<file path="src/rtl/pipe_field_pkg.sv">
// Shared types and constants for the pipe_field obstacle engine.
// Holds the game state encoding, coordinate widths and the gap LFSR seed/taps/step.
package pipe_field_pkg;

    typedef enum logic [1:0] {
        S_IDLE  = 2'd0,
        S_RUN   = 2'd1,
        S_CRASH = 2'd2
    } state_t;

    localparam int X_W_DEFAULT = 11;
    localparam int Y_W         = 10;
    localparam int SPEED_W     = 3;

    localparam logic [7:0] LFSR_SEED = 8'hA5;
    // Taps 8,6,5,4 of a maximal-length 8-bit Fibonacci LFSR.
    localparam logic [7:0] LFSR_TAPS = 8'b1011_1000;

    function automatic logic [7:0] lfsr_step(input logic [7:0] s);
        return {s[6:0], ^(s & LFSR_TAPS)};
    endfunction

endpackage

</file>
<file path="src/rtl/pipe_field_if.sv">
// Game-control and pipe-geometry bundle between the frame timing, pipe_field and the pixel generator.
// The master drives the per-frame controls; the slave (pipe_field) returns the pipe layout and game status.
interface pipe_field_if
    import pipe_field_pkg::*;
#(
    parameter int NUM_PIPES = 3,
    parameter int X_W       = X_W_DEFAULT
);
    logic                       frame_tick;
    logic                       start;
    logic [SPEED_W-1:0]         speed;
    logic [Y_W-1:0]             bird_y;
    logic [NUM_PIPES*X_W-1:0]   pipe_x;
    logic [NUM_PIPES*Y_W-1:0]   pipe_gap;
    logic                       running;
    logic                       crashed;
    logic                       score_pulse;
    logic [7:0]                 score;

    modport master (
        output frame_tick, start, speed, bird_y,
        input  pipe_x, pipe_gap, running, crashed, score_pulse, score
    );

    modport slave (
        input  frame_tick, start, speed, bird_y,
        output pipe_x, pipe_gap, running, crashed, score_pulse, score
    );
endinterface

</file>
<file path="src/rtl/pipe_field_channel.sv">
// One pipe of the field: holds its left edge and gap row, computes the scrolled/respawned position,
// and flags bird overlap and the frame on which the pipe's right edge passes the bird.
module pipe_channel
    import pipe_field_pkg::*;
#(
    parameter int X_W       = X_W_DEFAULT,
    parameter int NUM_PIPES = 3,
    parameter int SPACING   = 220,
    parameter int PIPE_W    = 40,
    parameter int GAP_H     = 120,
    parameter int BIRD_X    = 100,
    parameter int BIRD_SIZE = 16,
    parameter int INIT_X    = 640,
    parameter int INIT_GAP  = 40
) (
    input  logic               clk,
    input  logic               reset_n,
    input  logic               load_init,
    input  logic               move_en,
    input  logic [SPEED_W-1:0] speed,
    input  logic [Y_W-1:0]     bird_y,
    input  logic [Y_W-1:0]     new_gap,
    output logic [X_W-1:0]     x,
    output logic [Y_W-1:0]     gap,
    output logic               hit,
    output logic               pass,
    output logic               respawn
);
    localparam int XE = X_W + 1;
    localparam int YE = Y_W + 1;

    logic [XE-1:0] x_ext;
    logic [XE-1:0] spd;
    logic [XE-1:0] x_next;
    logic          h_overlap;
    logic          v_outside;

    assign x_ext   = {1'b0, x};
    assign spd     = XE'(speed);
    assign respawn = x_ext < spd;
    // Respawn adds the full field pitch so spacing to the neighbouring pipes stays exact.
    assign x_next  = respawn ? x_ext + XE'(NUM_PIPES * SPACING) - spd : x_ext - spd;

    assign h_overlap = (x_ext < XE'(BIRD_X + BIRD_SIZE)) && (x_ext + XE'(PIPE_W) > XE'(BIRD_X));
    assign v_outside = (bird_y < gap) ||
                       ({1'b0, bird_y} + YE'(BIRD_SIZE) > {1'b0, gap} + YE'(GAP_H));
    assign hit  = h_overlap && v_outside;
    assign pass = (x_ext + XE'(PIPE_W) >= XE'(BIRD_X)) && (x_next + XE'(PIPE_W) < XE'(BIRD_X));

    // NOTE: sequential state uses non-blocking assignments so every register samples pre-edge values.
    always_ff @(posedge clk or negedge reset_n) begin
        if (!reset_n) begin
            x   <= X_W'(INIT_X);
            gap <= Y_W'(INIT_GAP);
        end else if (load_init) begin
            x   <= X_W'(INIT_X);
            gap <= Y_W'(INIT_GAP);
        end else if (move_en) begin
            x <= x_next[X_W-1:0];
            if (respawn) gap <= new_gap;
        end
    end

endmodule

</file>
<file path="src/rtl/pipe_field.sv">
// Flappy-bird obstacle engine: N scrolling pipes, game FSM, collision and score tracking.
// Define PIPE_FIELD_LFSR_EN to draw respawn gaps from an 8-bit LFSR instead of the 2-bit cycling counter.
module pipe_field
    import pipe_field_pkg::*;
#(
    parameter int NUM_PIPES = 3,
    parameter int X_W       = X_W_DEFAULT,
    parameter int H_RES     = 640,
    parameter int V_RES     = 480,
    parameter int PIPE_W    = 40,
    parameter int GAP_H     = 120,
    parameter int GAP_MIN   = 40,
    parameter int SPACING   = 220,
    parameter int BIRD_X    = 100,
    parameter int BIRD_SIZE = 16
) (
    input  logic         clk,
    input  logic         reset_n,
    pipe_field_if.slave  bus
);
    localparam int YE = Y_W + 1;

    state_t               state;
    logic                 running_q;
    logic                 crashed_q;
    logic                 pulse_q;
    logic [7:0]           score_q;

    logic [NUM_PIPES-1:0] hit;
    logic [NUM_PIPES-1:0] pass;
    logic [NUM_PIPES-1:0] respawn;
    logic [X_W-1:0]       ch_x   [NUM_PIPES];
    logic [Y_W-1:0]       ch_gap [NUM_PIPES];
    logic [Y_W-1:0]       new_gap;

    logic                 floor_hit;
    logic                 crash_now;
    logic                 move_en;
    logic                 load_init;
    logic [8:0]           pass_cnt;
    logic [9:0]           score_sum;
    logic [7:0]           score_sat;

    assign floor_hit = ({1'b0, bus.bird_y} + YE'(BIRD_SIZE)) > YE'(V_RES);
    assign crash_now = floor_hit || (|hit);
    assign move_en   = (state == S_RUN) && bus.frame_tick && !crash_now;
    assign load_init = bus.start && (state != S_RUN);

    for (genvar i = 0; i < NUM_PIPES; i++) begin : g_pipe
        pipe_channel #(
            .X_W       (X_W),
            .NUM_PIPES (NUM_PIPES),
            .SPACING   (SPACING),
            .PIPE_W    (PIPE_W),
            .GAP_H     (GAP_H),
            .BIRD_X    (BIRD_X),
            .BIRD_SIZE (BIRD_SIZE),
            .INIT_X    (H_RES + i * SPACING),
            .INIT_GAP  (GAP_MIN + 64 * (i % 4))
        ) u_channel (
            .clk       (clk),
            .reset_n   (reset_n),
            .load_init (load_init),
            .move_en   (move_en),
            .speed     (bus.speed),
            .bird_y    (bus.bird_y),
            .new_gap   (new_gap),
            .x         (ch_x[i]),
            .gap       (ch_gap[i]),
            .hit       (hit[i]),
            .pass      (pass[i]),
            .respawn   (respawn[i])
        );
        assign bus.pipe_x[i*X_W +: X_W]   = ch_x[i];
        assign bus.pipe_gap[i*Y_W +: Y_W] = ch_gap[i];
    end

    // Pipe pitch exceeds the frame step, so at most one pipe respawns per tick and a single gap value suffices.
`ifdef PIPE_FIELD_LFSR_EN
    logic [7:0] lfsr;

    always_ff @(posedge clk or negedge reset_n) begin
        if (!reset_n)                lfsr <= LFSR_SEED;
        else if (move_en && |respawn) lfsr <= lfsr_step(lfsr);
    end

    assign new_gap = Y_W'(GAP_MIN) + Y_W'(lfsr);
`else
    localparam logic [1:0] K_INIT = 2'(NUM_PIPES % 4);
    logic [1:0] gap_k;

    // The counter starts where the initial layout left off, so the gap sequence keeps cycling.
    always_ff @(posedge clk or negedge reset_n) begin
        if (!reset_n)                 gap_k <= K_INIT;
        else if (load_init)           gap_k <= K_INIT;
        else if (move_en && |respawn) gap_k <= gap_k + 2'd1;
    end

    assign new_gap = Y_W'(GAP_MIN) + Y_W'({gap_k, 6'd0});
`endif

    // NOTE: every always_comb output gets a default before the loop, so no latch can be inferred.
    always_comb begin
        pass_cnt = '0;
        for (int i = 0; i < NUM_PIPES; i++) pass_cnt = pass_cnt + 9'(pass[i]);
    end

    assign score_sum = 10'(score_q) + 10'(pass_cnt);
    assign score_sat = (score_sum > 10'd255) ? 8'hFF : score_sum[7:0];

    always_ff @(posedge clk or negedge reset_n) begin
        if (!reset_n) begin
            state     <= S_IDLE;
            running_q <= 1'b0;
            crashed_q <= 1'b0;
            pulse_q   <= 1'b0;
            score_q   <= '0;
        end else begin
            pulse_q <= 1'b0;
            unique case (state)
                S_IDLE, S_CRASH: begin
                    if (bus.start) begin
                        state     <= S_RUN;
                        running_q <= 1'b1;
                        crashed_q <= 1'b0;
                        score_q   <= '0;
                    end
                end
                S_RUN: begin
                    if (bus.frame_tick) begin
                        if (crash_now) begin
                            state     <= S_CRASH;
                            running_q <= 1'b0;
                            crashed_q <= 1'b1;
                        end else if (|pass) begin
                            score_q <= score_sat;
                            pulse_q <= 1'b1;
                        end
                    end
                end
                default: begin
                    state     <= S_IDLE;
                    running_q <= 1'b0;
                    crashed_q <= 1'b0;
                end
            endcase
        end
    end

    assign bus.running     = running_q;
    assign bus.crashed     = crashed_q;
    assign bus.score_pulse = pulse_q;
    assign bus.score       = score_q;

endmodule

</file>
<file path="src/flat_wrapper.sv">
// flat-port wrapper written by rule: the top's interface ports become plain ports
module pipe_field_flat import pipe_field_pkg::*;
#(
    parameter int NUM_PIPES = 3,
    parameter int X_W       = X_W_DEFAULT,
    parameter int H_RES     = 640,
    parameter int V_RES     = 480,
    parameter int PIPE_W    = 40,
    parameter int GAP_H     = 120,
    parameter int GAP_MIN   = 40,
    parameter int SPACING   = 220,
    parameter int BIRD_X    = 100,
    parameter int BIRD_SIZE = 16
)
  (clk, reset_n, bus_frame_tick, bus_start, bus_speed, bus_bird_y, bus_pipe_x, bus_pipe_gap, bus_running, bus_crashed, bus_score_pulse, bus_score);
  pipe_field_if #(.NUM_PIPES(NUM_PIPES), .X_W(X_W)) bus_i ();
  input  logic clk;
  input  logic reset_n;
  input wire logic [$bits(bus_i.frame_tick)-1:0] bus_frame_tick;
  input wire logic [$bits(bus_i.start)-1:0] bus_start;
  input wire logic [$bits(bus_i.speed)-1:0] bus_speed;
  input wire logic [$bits(bus_i.bird_y)-1:0] bus_bird_y;
  output wire logic [$bits(bus_i.pipe_x)-1:0] bus_pipe_x;
  output wire logic [$bits(bus_i.pipe_gap)-1:0] bus_pipe_gap;
  output wire logic [$bits(bus_i.running)-1:0] bus_running;
  output wire logic [$bits(bus_i.crashed)-1:0] bus_crashed;
  output wire logic [$bits(bus_i.score_pulse)-1:0] bus_score_pulse;
  output wire logic [$bits(bus_i.score)-1:0] bus_score;
  assign bus_i.frame_tick = bus_frame_tick;
  assign bus_i.start = bus_start;
  assign bus_i.speed = bus_speed;
  assign bus_i.bird_y = bus_bird_y;
  assign bus_pipe_x = bus_i.pipe_x;
  assign bus_pipe_gap = bus_i.pipe_gap;
  assign bus_running = bus_i.running;
  assign bus_crashed = bus_i.crashed;
  assign bus_score_pulse = bus_i.score_pulse;
  assign bus_score = bus_i.score;
  pipe_field #(.NUM_PIPES(NUM_PIPES), .X_W(X_W), .H_RES(H_RES), .V_RES(V_RES), .PIPE_W(PIPE_W), .GAP_H(GAP_H), .GAP_MIN(GAP_MIN), .SPACING(SPACING), .BIRD_X(BIRD_X), .BIRD_SIZE(BIRD_SIZE)) u_core (.clk(clk), .reset_n(reset_n), .bus(bus_i));
endmodule
</file>
<file path="config.mk">
export PLATFORM = sky130hd
export DESIGN_NAME = pipe_field_flat
export DESIGN_NICKNAME = d
export VERILOG_FILES = /design/src/rtl/pipe_field_pkg.sv /design/src/rtl/pipe_field_if.sv /design/src/rtl/pipe_field_channel.sv /design/src/rtl/pipe_field.sv /design/src/flat_wrapper.sv
export SDC_FILE = /design/constraint.sdc
export NUM_CORES = 1
export LEC_CHECK = 0
export ABC_AREA = 0
export BUFFER_PORTS_ARGS = -buffer_cell sky130_fd_sc_hd__buf_4
export CAP_MARGIN = 25
export CORE_MARGIN = 2
export CORE_UTILIZATION = 45
export CTS_CLUSTER_SIZE = 16
export DETAILED_ROUTE_END_ITERATION = 7
export REMOVE_ABC_BUFFERS = 1
export SLEW_MARGIN = 0
export SYNTH_ARGS = -nofsm -noshare
export SYNTH_HDL_FRONTEND = slang
export SYNTH_HIERARCHICAL = 1
export SYNTH_SLANG_ARGS = --single-unit
</file>
<file path="constraint.sdc">
create_clock -name clk -period 7.6 [get_ports clk]
set_input_delay 0.38 -clock clk [delete_from_list [all_inputs] [get_ports clk]]
set_output_delay 0.38 -clock clk [all_outputs]
set_load 0.1 [all_outputs]
</file>
* Yosys cells after proc, flatten, opt, wreduce, memory -nomap -nowiden
Index checks and enable logic that the tools add are counted.
Word-level totals: register bits after elaboration 78
Cells by class: add/sub/neg operators 24, $lt $le $gt $ge 23, equality and inequality tests 8, multiplexer cells 42, reduce and logical (&&, ||, !) cells 34
Operator list (number):
- $mux W10 | 9
- $mux W11 | 6
- $mux W8 | 5
- $add A11 B10 Y12 const B | 3
- $add A11 B6 Y12 const B | 3
- $add A12 B6 Y12 const B | 3
- $ge A12 B7 Y1 const B | 3
- $gt A12 B7 Y1 const B | 3
- $lt A12 B7 Y1 const B | 3
- $mux W12 | 3
- $sub A11 B3 Y12 | 3
- $sub A12 B3 Y12 | 3
- $add A10 B7 Y11 const B | 3
- $gt A11 B11 Y1 | 3
- $lt A11 B3 Y1 | 3
- $lt A11 B7 Y1 const B | 3
- $lt A10 B10 Y1 | 3
- $pmux W8 S2 | 1
- $logic_and A1 B1 Y1 | 13
- $reduce_bool A2 Y1 | 6
- $add A10 B5 Y11 const B | 1
- $gt A11 B9 Y1 const B | 1
- $add A8 B9 Y10 | 1
- $gt A10 B8 Y1 const B | 1
- 20 further kinds | 45

* Logic depth before layout (Yosys ltp)
depth after elaboration 15, mapped depth 24, depth with buffers taken out 24

* Hierarchy
Netlist, hierarchy kept.
By module, submodules not included:
- pipe_channel (u_core.g_pipe[2].u_channel) | times used 1, cells each 314, area each 2613.8 sq um, sequential area each 534.3 sq um
- pipe_channel (u_core.g_pipe[0].u_channel) | times used 1, cells each 315, area each 2556.2 sq um, sequential area each 530.5 sq um
- pipe_channel (u_core.g_pipe[1].u_channel) | times used 1, cells each 306, area each 2528.7 sq um, sequential area each 536.8 sq um
- pipe_field | times used 1, cells each 116, area each 1082.3 sq um, sequential area each 352.8 sq um

* Least setup slack after synthesis
OpenSTA, ideal clock, no wires.
path kind flip-flop to flip-flop, start point register u_core.g_pipe[0].u_channel.x[0], end point register u_core.score_q[5], in the netlist u_core/bus.score[5], setup time 0.079 ns, data arrival time 5.369 ns, path slack 2.151 ns, stages on the path, launching flop included 25, buffers on the path 0, clock period less this slack 5.449 ns, cells stage by stage dfrtp_1 -> inv_1 -> ha_1 -> inv_1 -> fa_1 -> a211o_2 -> o21ai_4 -> nand2_4 -> inv_2 -> o21ai_2 -> ha_1 -> a21oi_1 -> nor2_1 -> a31oi_1 -> o311ai_1 -> nor4_2 -> fa_1 -> ha_1 -> inv_1 -> fa_1 -> nor2b_1 -> nand3_1 -> or2_2 -> a31oi_1 -> a2bb2oi_1
On the way: cells in the longest elaborated chain, start to end 15, elaborated cells between the ends (all ways) 29
RTL lines:
- start: declaration | line pipe_field_channel.sv:23 | output logic [X_W-1:0] x,
- start signal: assignment | line pipe_field_channel.sv:53 | x <= X_W'(INIT_X);
- start signal: assignment | line pipe_field_channel.sv:56 | x <= X_W'(INIT_X);
- start signal: assignment | line pipe_field_channel.sv:59 | x <= x_next[X_W-1:0];
- $add A11 B10 Y12 | line pipe_field_channel.sv:42 | assign x_next = respawn ? x_ext + XE'(NUM_PIPES * SPACING) - spd : x_ext - spd;
- $sub A12 B3 Y12 | line pipe_field_channel.sv:42
- $mux W12 | line pipe_field_channel.sv:42
- $add A12 B6 Y12 | line pipe_field_channel.sv:48 | assign pass = (x_ext + XE'(PIPE_W) >= XE'(BIRD_X)) && (x_next + XE'(PIPE_W) < XE'(BIRD_X));
- $lt A12 B7 Y1 | line pipe_field_channel.sv:48
- $logic_and A1 B1 Y1 (*) | line pipe_field_channel.sv:48
- net u_core.pass[0] | line pipe_field.sv:30 | logic [NUM_PIPES-1:0] pass;
- $add A1 B1 Y2 | line pipe_field.sv:105 | for (int i = 0; i < NUM_PIPES; i++) pass_cnt = pass_cnt + 9'(pass[i]);
- $add A9 B1 Y9 | line pipe_field.sv:105
- $add A8 B9 Y10 | line pipe_field.sv:108 | assign score_sum = 10'(score_q) + 10'(pass_cnt);
- $gt A10 B8 Y1 | line pipe_field.sv:109 | assign score_sat = (score_sum > 10'd255) ? 8'hFF : score_sum[7:0];
- $mux W8 | line pipe_field.sv:109
- $mux W8 | line pipe_field.sv:135 | end else if (|pass) begin
- $mux W8 | line pipe_field.sv:131 | if (crash_now) begin
- $mux W8 | line pipe_field.sv:130 | if (bus.frame_tick) begin
- $pmux W8 S2 | line pipe_field.sv:120 | unique case (state)
- end signal: assignment | line pipe_field.sv:136 | score_q <= score_sat;
- end: declaration | line pipe_field.sv:27 | logic [7:0] score_q;
Mark *: on every way through the listed nets, which the timed path passes. The rest lies on a longest branch. The select of a mux whose other input is x is not followed. A chain may end at the register's enable or synchronous reset.

* Final worst setup path
start point register u_core.g_pipe[0].u_channel.x[0], end point register u_core.score_q[3], in the netlist u_core/bus.score[3]
On the way: elaborated cells between the ends (all ways) 29
RTL lines:
- $lt A11 B3 Y1 (*) | line pipe_field_channel.sv:40 | assign respawn = x_ext < spd;
- net u_core.respawn[0] | line pipe_field.sv:31 | logic [NUM_PIPES-1:0] respawn;
- $mux W12 (*) | line pipe_field_channel.sv:42
- $add A12 B6 Y12 (*) | line pipe_field_channel.sv:48
- $lt A12 B7 Y1 (*) | line pipe_field_channel.sv:48
- $logic_and A1 B1 Y1 (*) | line pipe_field_channel.sv:48
- net u_core.pass[0] | line pipe_field.sv:30
- $add A1 B1 Y2 | line pipe_field.sv:105
- $add A9 B1 Y9 | line pipe_field.sv:105
- $add A8 B9 Y10 | line pipe_field.sv:108
- $gt A10 B8 Y1 | line pipe_field.sv:109
- $mux W8 | line pipe_field.sv:109
- $mux W8 | line pipe_field.sv:135
- $mux W8 | line pipe_field.sv:131
- $mux W8 | line pipe_field.sv:130
- $pmux W8 S2 | line pipe_field.sv:120
Marked as above.

==> results <==
- The run finished with clean final reports.
- The repair_antennas step left the layout with diodes totalling 0.
- The die covers between 20000 and 25000 sq um.
- The weighted congestion reported at the end of routability-driven placement is between 0.8 and 0.9.
- The arrival time at the worst endpoint is a little under 6 ns.
- Setup violations remaining at the end of the flow were counted as 0.
- The detailed router's first-iteration violation count is 427.
- The floorplan die height is 144 microns.
- After detailed routing, the number of remaining DRC violations is 0.
- The global-route wire length before repair is roughly 39 mm.
- The number of gates resized after CTS was 0.
- Entering global routing, the biggest net connects 75 pins.
- Of the total power, registers draw 0.193.
- The worst hold-check path type is input pin to flop.
- The combinational share of power is 0.674.
- The synthesis-to-layout area growth is 15.8%.
- The via count of the first global-routing pass came to 7618.
- The detailed-router iteration count before antenna repair is 5.
- The CTS buffer count is 9.
- The number of antenna violations at the first check in global routing is 0.
- The cell-internal power is between 1.5 and 2 mW.
- The I/O pin count is 91.
- The part of the cycle the worst path needs is 0.742.
- Of the total power, the clock network draws 0.134.
- The power density over cell area is 335 nW/um^2.
- After clock tree synthesis, the clock-pin slew on the worst setup and hold paths is 0.07 ns.
- Once the clock tree was built, the setup fixing pass inserted 0 buffers.
- The starting density of the core is 0.454.
- The kind of launch point of the worst setup path is a flop.
- At the later pin of the worst-skew pair, clock insertion delay measures about 0.35 ns.
- The final non-filler cell total is roughly 1400.
- The maximum resistive drop on vdd is around 0.00024 V.
- Counting flops with a built-in enable in the synthesized netlist gives 0.
- Max-cap violations in this run came to 0.
- Buffers inserted to repair hold after CTS numbered 1.
- The CTS tree is built.
- The worst pin sits at a relative slew slack of 0.380.
- The site row count is 51.
- Across all layers, the routed design uses 7909 vias.
- The area occupied by multi-input gates is between 6000 and 7000 sq um.
- Buffers placed on the I/O ports in this run total 90.
- In this run the number of H-tree levels came out at 3.
- After detailed routing, the number of vias per cell comes to between 5 and 6.
- The nature of the critical path endpoint is a flop.
- The overall overflow remaining after global route is 0.
- Hold timing on the final database bottoms out at a slack of between 0.3 and 0.4 ns.
- The number of fillers in the final layout is around 1900.
- Derived from the worst setup path, the maximum achievable clock frequency is between 150 and 200 MHz.
- The cell at the root of the clock tree is sky130_fd_sc_hd__clkbuf_16.
- The critical path goes through inv_1, ha_1, inv_1, fa_1, a211o_2, o21ai_4, nand2_4, inv_2, o21ai_2, ha_1, a21oi_1, nor2_1, a31oi_1, o311ai_1, nor4_2, fa_1, ha_1, inv_1, fa_1, nor2b_1, nand3_1, or2_2, a31oi_1, a2bb2oi_1.
- The main flop type after synthesis is sky130_fd_sc_hd__dfrtp_1.
- The cell with the biggest individual delay on the critical path is sky130_fd_sc_hd__fa_1.
- The die boundary width is roughly 140 microns.
- After the last flow step, the layout net total stands at about 1300.
- The analysis attributes to cell leakage a power of 4.60 nW.
- The clock sink count is between 70 and 80.
- The count of warnings emitted by yosys is 6.
- The proportion of register bits with asynchronous set or reset after synthesis is 1.00.
- Across the routed clock network, the largest skew measured is between 0.01 and 0.015 ns.
- The number of placed cells counting well taps is 1411.
- The largest driver fanout on the critical path is 14.
- For this design the total switching power over the nets is around 1.9 mW.
- The global-route usage over all layers is 0.237.
- The final wirelength is around 24 mm.
- Setup repair after global routing left no endpoint under its margin.
- The area inside the core boundary is 19300 sq um.
- The detailed-placement wirelength estimate is 17.8 mm.
- The clock period could shrink to about 5.6 ns.
- Of the total power, the share spent switching nets is 0.547.
- For this run, the register share of the synthesized area comes to 0.223.
- The max-slew violation count was 0.
- The clock passes through at most 2 buffers.
- For this run, the slowest stage of the critical path takes ~0.5 ns.
- Data on the critical path is required at its endpoint by roughly 7.9 ns.
- After detailed routing, the average wire length per cell comes to 16.7 microns.
- At the pin with the least slew margin, the transition time is approximately 0.93 ns.
- The layout cell share with drive strength beyond 1 is 0.152.
- The category of the most critical setup path is flop to flop.
- The final antenna-violating net count is 0.
- Dividing the synthesized area by the synthesized cell count gives approximately 8.4 sq um.
- After synthesis the netlist holds a flip-flop and latch count of 77.
- The post-synthesis instance area is between 8000 and 9000 sq um.
- The final count of hold timing violations is 0.
- The storage element area is 1950 sq um.
- In the synthesized netlist, the number of instances is 1051.
- The synthesized netlist contains 97 unique library cells.
## synth_stat cells (4+ instances only)
cell type / n / area share
sky130_fd_sc_hd__or2_2: 6 / 0.0043
sky130_fd_sc_hd__nor4_1: 8 / 0.0057
sky130_fd_sc_hd__or3_1: 5 / 0.0036
sky130_fd_sc_hd__o211ai_1: 11 / 0.0094
sky130_fd_sc_hd__inv_2: 4 / 0.0017
sky130_fd_sc_hd__ha_1: 136 / 0.19
sky130_fd_sc_hd__dfrtp_1: 55 / 0.16
sky130_fd_sc_hd__o21ai_0: 36 / 0.021
sky130_fd_sc_hd__and3_1: 10 / 0.0071
sky130_fd_sc_hd__o21a_1: 10 / 0.0085
sky130_fd_sc_hd__a31oi_1: 14 / 0.010
sky130_fd_sc_hd__nor3_1: 25 / 0.014
sky130_fd_sc_hd__nand2_1: 104 / 0.044
sky130_fd_sc_hd__clkbuf_1: 18 / 0.0077
sky130_fd_sc_hd__a311o_1: 4 / 0.0046
sky130_fd_sc_hd__xor2_1: 10 / 0.010
sky130_fd_sc_hd__a21oi_1: 66 / 0.038
sky130_fd_sc_hd__mux2i_1: 20 / 0.023
sky130_fd_sc_hd__nand4b_1: 7 / 0.0070
sky130_fd_sc_hd__xnor2_1: 59 / 0.059
sky130_fd_sc_hd__nand4_1: 17 / 0.012
sky130_fd_sc_hd__a21o_1: 8 / 0.0068
sky130_fd_sc_hd__a211oi_1: 16 / 0.014
sky130_fd_sc_hd__a21boi_0: 5 / 0.0043
sky130_fd_sc_hd__inv_1: 103 / 0.044
sky130_fd_sc_hd__nor2b_1: 12 / 0.0085
sky130_fd_sc_hd__nand3_1: 51 / 0.029
sky130_fd_sc_hd__dfstp_2: 22 / 0.066
sky130_fd_sc_hd__o211a_1: 4 / 0.0046
sky130_fd_sc_hd__o221ai_1: 5 / 0.0050
sky130_fd_sc_hd__fa_1: 11 / 0.025
sky130_fd_sc_hd__nand2b_1: 18 / 0.013
sky130_fd_sc_hd__nor2_1: 65 / 0.028
sky130_fd_sc_hd__o21ai_1: 4 / 0.0023
sky130_fd_sc_hd__and2_1: 5 / 0.0036
## logic make-up after synthesis
kind of cell	share of synthesized area
buffers and inverters	0.0583
AND/OR/NAND/NOR	0.209
adder cells (fa/ha/maj)	0.219
other	0.000855
XOR/XNOR	0.0688
multiplexers	0.0269
flip-flops	0.223
AO/OA/AOI/OAI	0.195
## worst paths after layout
path                            slack [ns]  depth (start not counted)                                     startpoint                                            end
min in group asynchronous             0.36                          2                                        reset_n  u_core/g_pipe[0].u_channel/gap[8]$_DFFE_PN0P_
worst max register to register        1.96                         24    u_core/g_pipe[0].u_channel/x[0]$_DFFE_PN0P_                u_core/bus.score[3]$_DFFE_PN0P_
max in group asynchronous             6.40                          4                                        reset_n    u_core/g_pipe[1].u_channel/x[2]$_DFFE_PN1P_
worst max-delay path                  1.96                         24    u_core/g_pipe[0].u_channel/x[0]$_DFFE_PN0P_                u_core/bus.score[3]$_DFFE_PN0P_
worst min register to register        0.54                          2  u_core/g_pipe[0].u_channel/gap[5]$_DFFE_PN1P_  u_core/g_pipe[0].u_channel/gap[5]$_DFFE_PN1P_
worst min-delay path                  0.34                          3                                      bus_start                    u_core/state[0]$_DFFE_PN0P_
## flip-flops by register name, indices dropped and copies added, names as in the netlist
register and flops:
u_core/bus.score 8, u_core/g_pipe.u_channel/gap 30, u_core/g_pipe.u_channel/x 33, u_core/bus.score_pulse 1
u_core/state 2, u_core/bus.running 1, u_core/gap_k 2
## metal layers
metal,vias up,global-route usage,share of wire
li1,3939,-,-
met1,3738,0.328,0.48
met2,200,0.382,0.45
met3,32,0.0273,0.045
met4,0,0.0831,0.025
met5,-,0,0
## worst max-delay path, delay by kind of cell, from the launching register on
| kind | cells | cell delay (ns) |
|---|---|---|
| adders and majority gates | 6 | 1.90 |
| DFF | 1 | 0.40 |
| AOI/OAI and AO/OA | 8 | 1.65 |
| buffers and inverters | 4 | 0.50 |
| and+or+nand+nor | 6 | 1.09 |
## power by group through the flow
stage          registers (mW)  clock network [mW]  logic (mW)
3_5_place_dp            0.662                   0        2.27
4_1_cts                 0.657               0.465        2.28
5_1_grt                 0.678               0.482        2.49
2_1_floorplan            1.13                   0        1.28
6_report                0.656               0.455        2.30
3_3_place_gp            0.666                   0        2.27
## stage by stage
stage / instance area [sq um] / worst slack [ns] / total power [mW] / setup TNS [ns] / utilization
after detailed placement: 9830 / 1.95 / 2.93 / 0 / 0.508
after floorplan: 8760 / -0.304 / 2.41 / -1.12 / -
after global routing: 10200 / 1.61 / 3.65 / 0 / 0.526
final: 10200 / 1.96 / 3.41 / 0 / 0.526
after CTS: 10100 / 2.01 / 3.41 / 0 / 0.525
after global placement: 9830 / 2.13 / 2.94 / 0 / 0.508
## area by class of cell
class                      count  area share
timing repair buffer          98      0.0758
tap                          265      0.0326
clock buffer                  13      0.0256
clock inverter                 3     0.00431
inverter                     108      0.0399
sequential                    77       0.192
multi-input combinational    865       0.630
## layout by cell type, fill, tap and decap left out, drive strengths merged, types with 7 or more instances in the layout
cell | netlist | final
nand4 | 17 | 17
nand3 | 51 | 51
a211oi | 19 | 19
a21o | 9 | 9
nand4b | 7 | 7
nor4 | 10 | 10
inv | 107 | 107
mux2i | 21 | 21
ha | 136 | 136
nand2b | 19 | 19
nor3 | 26 | 26
nand2 | 106 | 106
dfstp | 22 | 22
nor2 | 66 | 66
dfrtp | 55 | 55
or2 | 8 | 8
and3 | 10 | 10
a21oi | 67 | 67
nor2b | 12 | 12
xor2 | 10 | 10
conb | 2 | 24
buf | 5 | 97
fa | 11 | 11
o21a | 10 | 10
a21boi | 8 | 8
o21ai | 43 | 43
o211ai | 11 | 11
clkbuf | 18 | 13
a31oi | 16 | 16
xnor2 | 59 | 59
No activity file was read; power rests on OpenSTA's default activity.
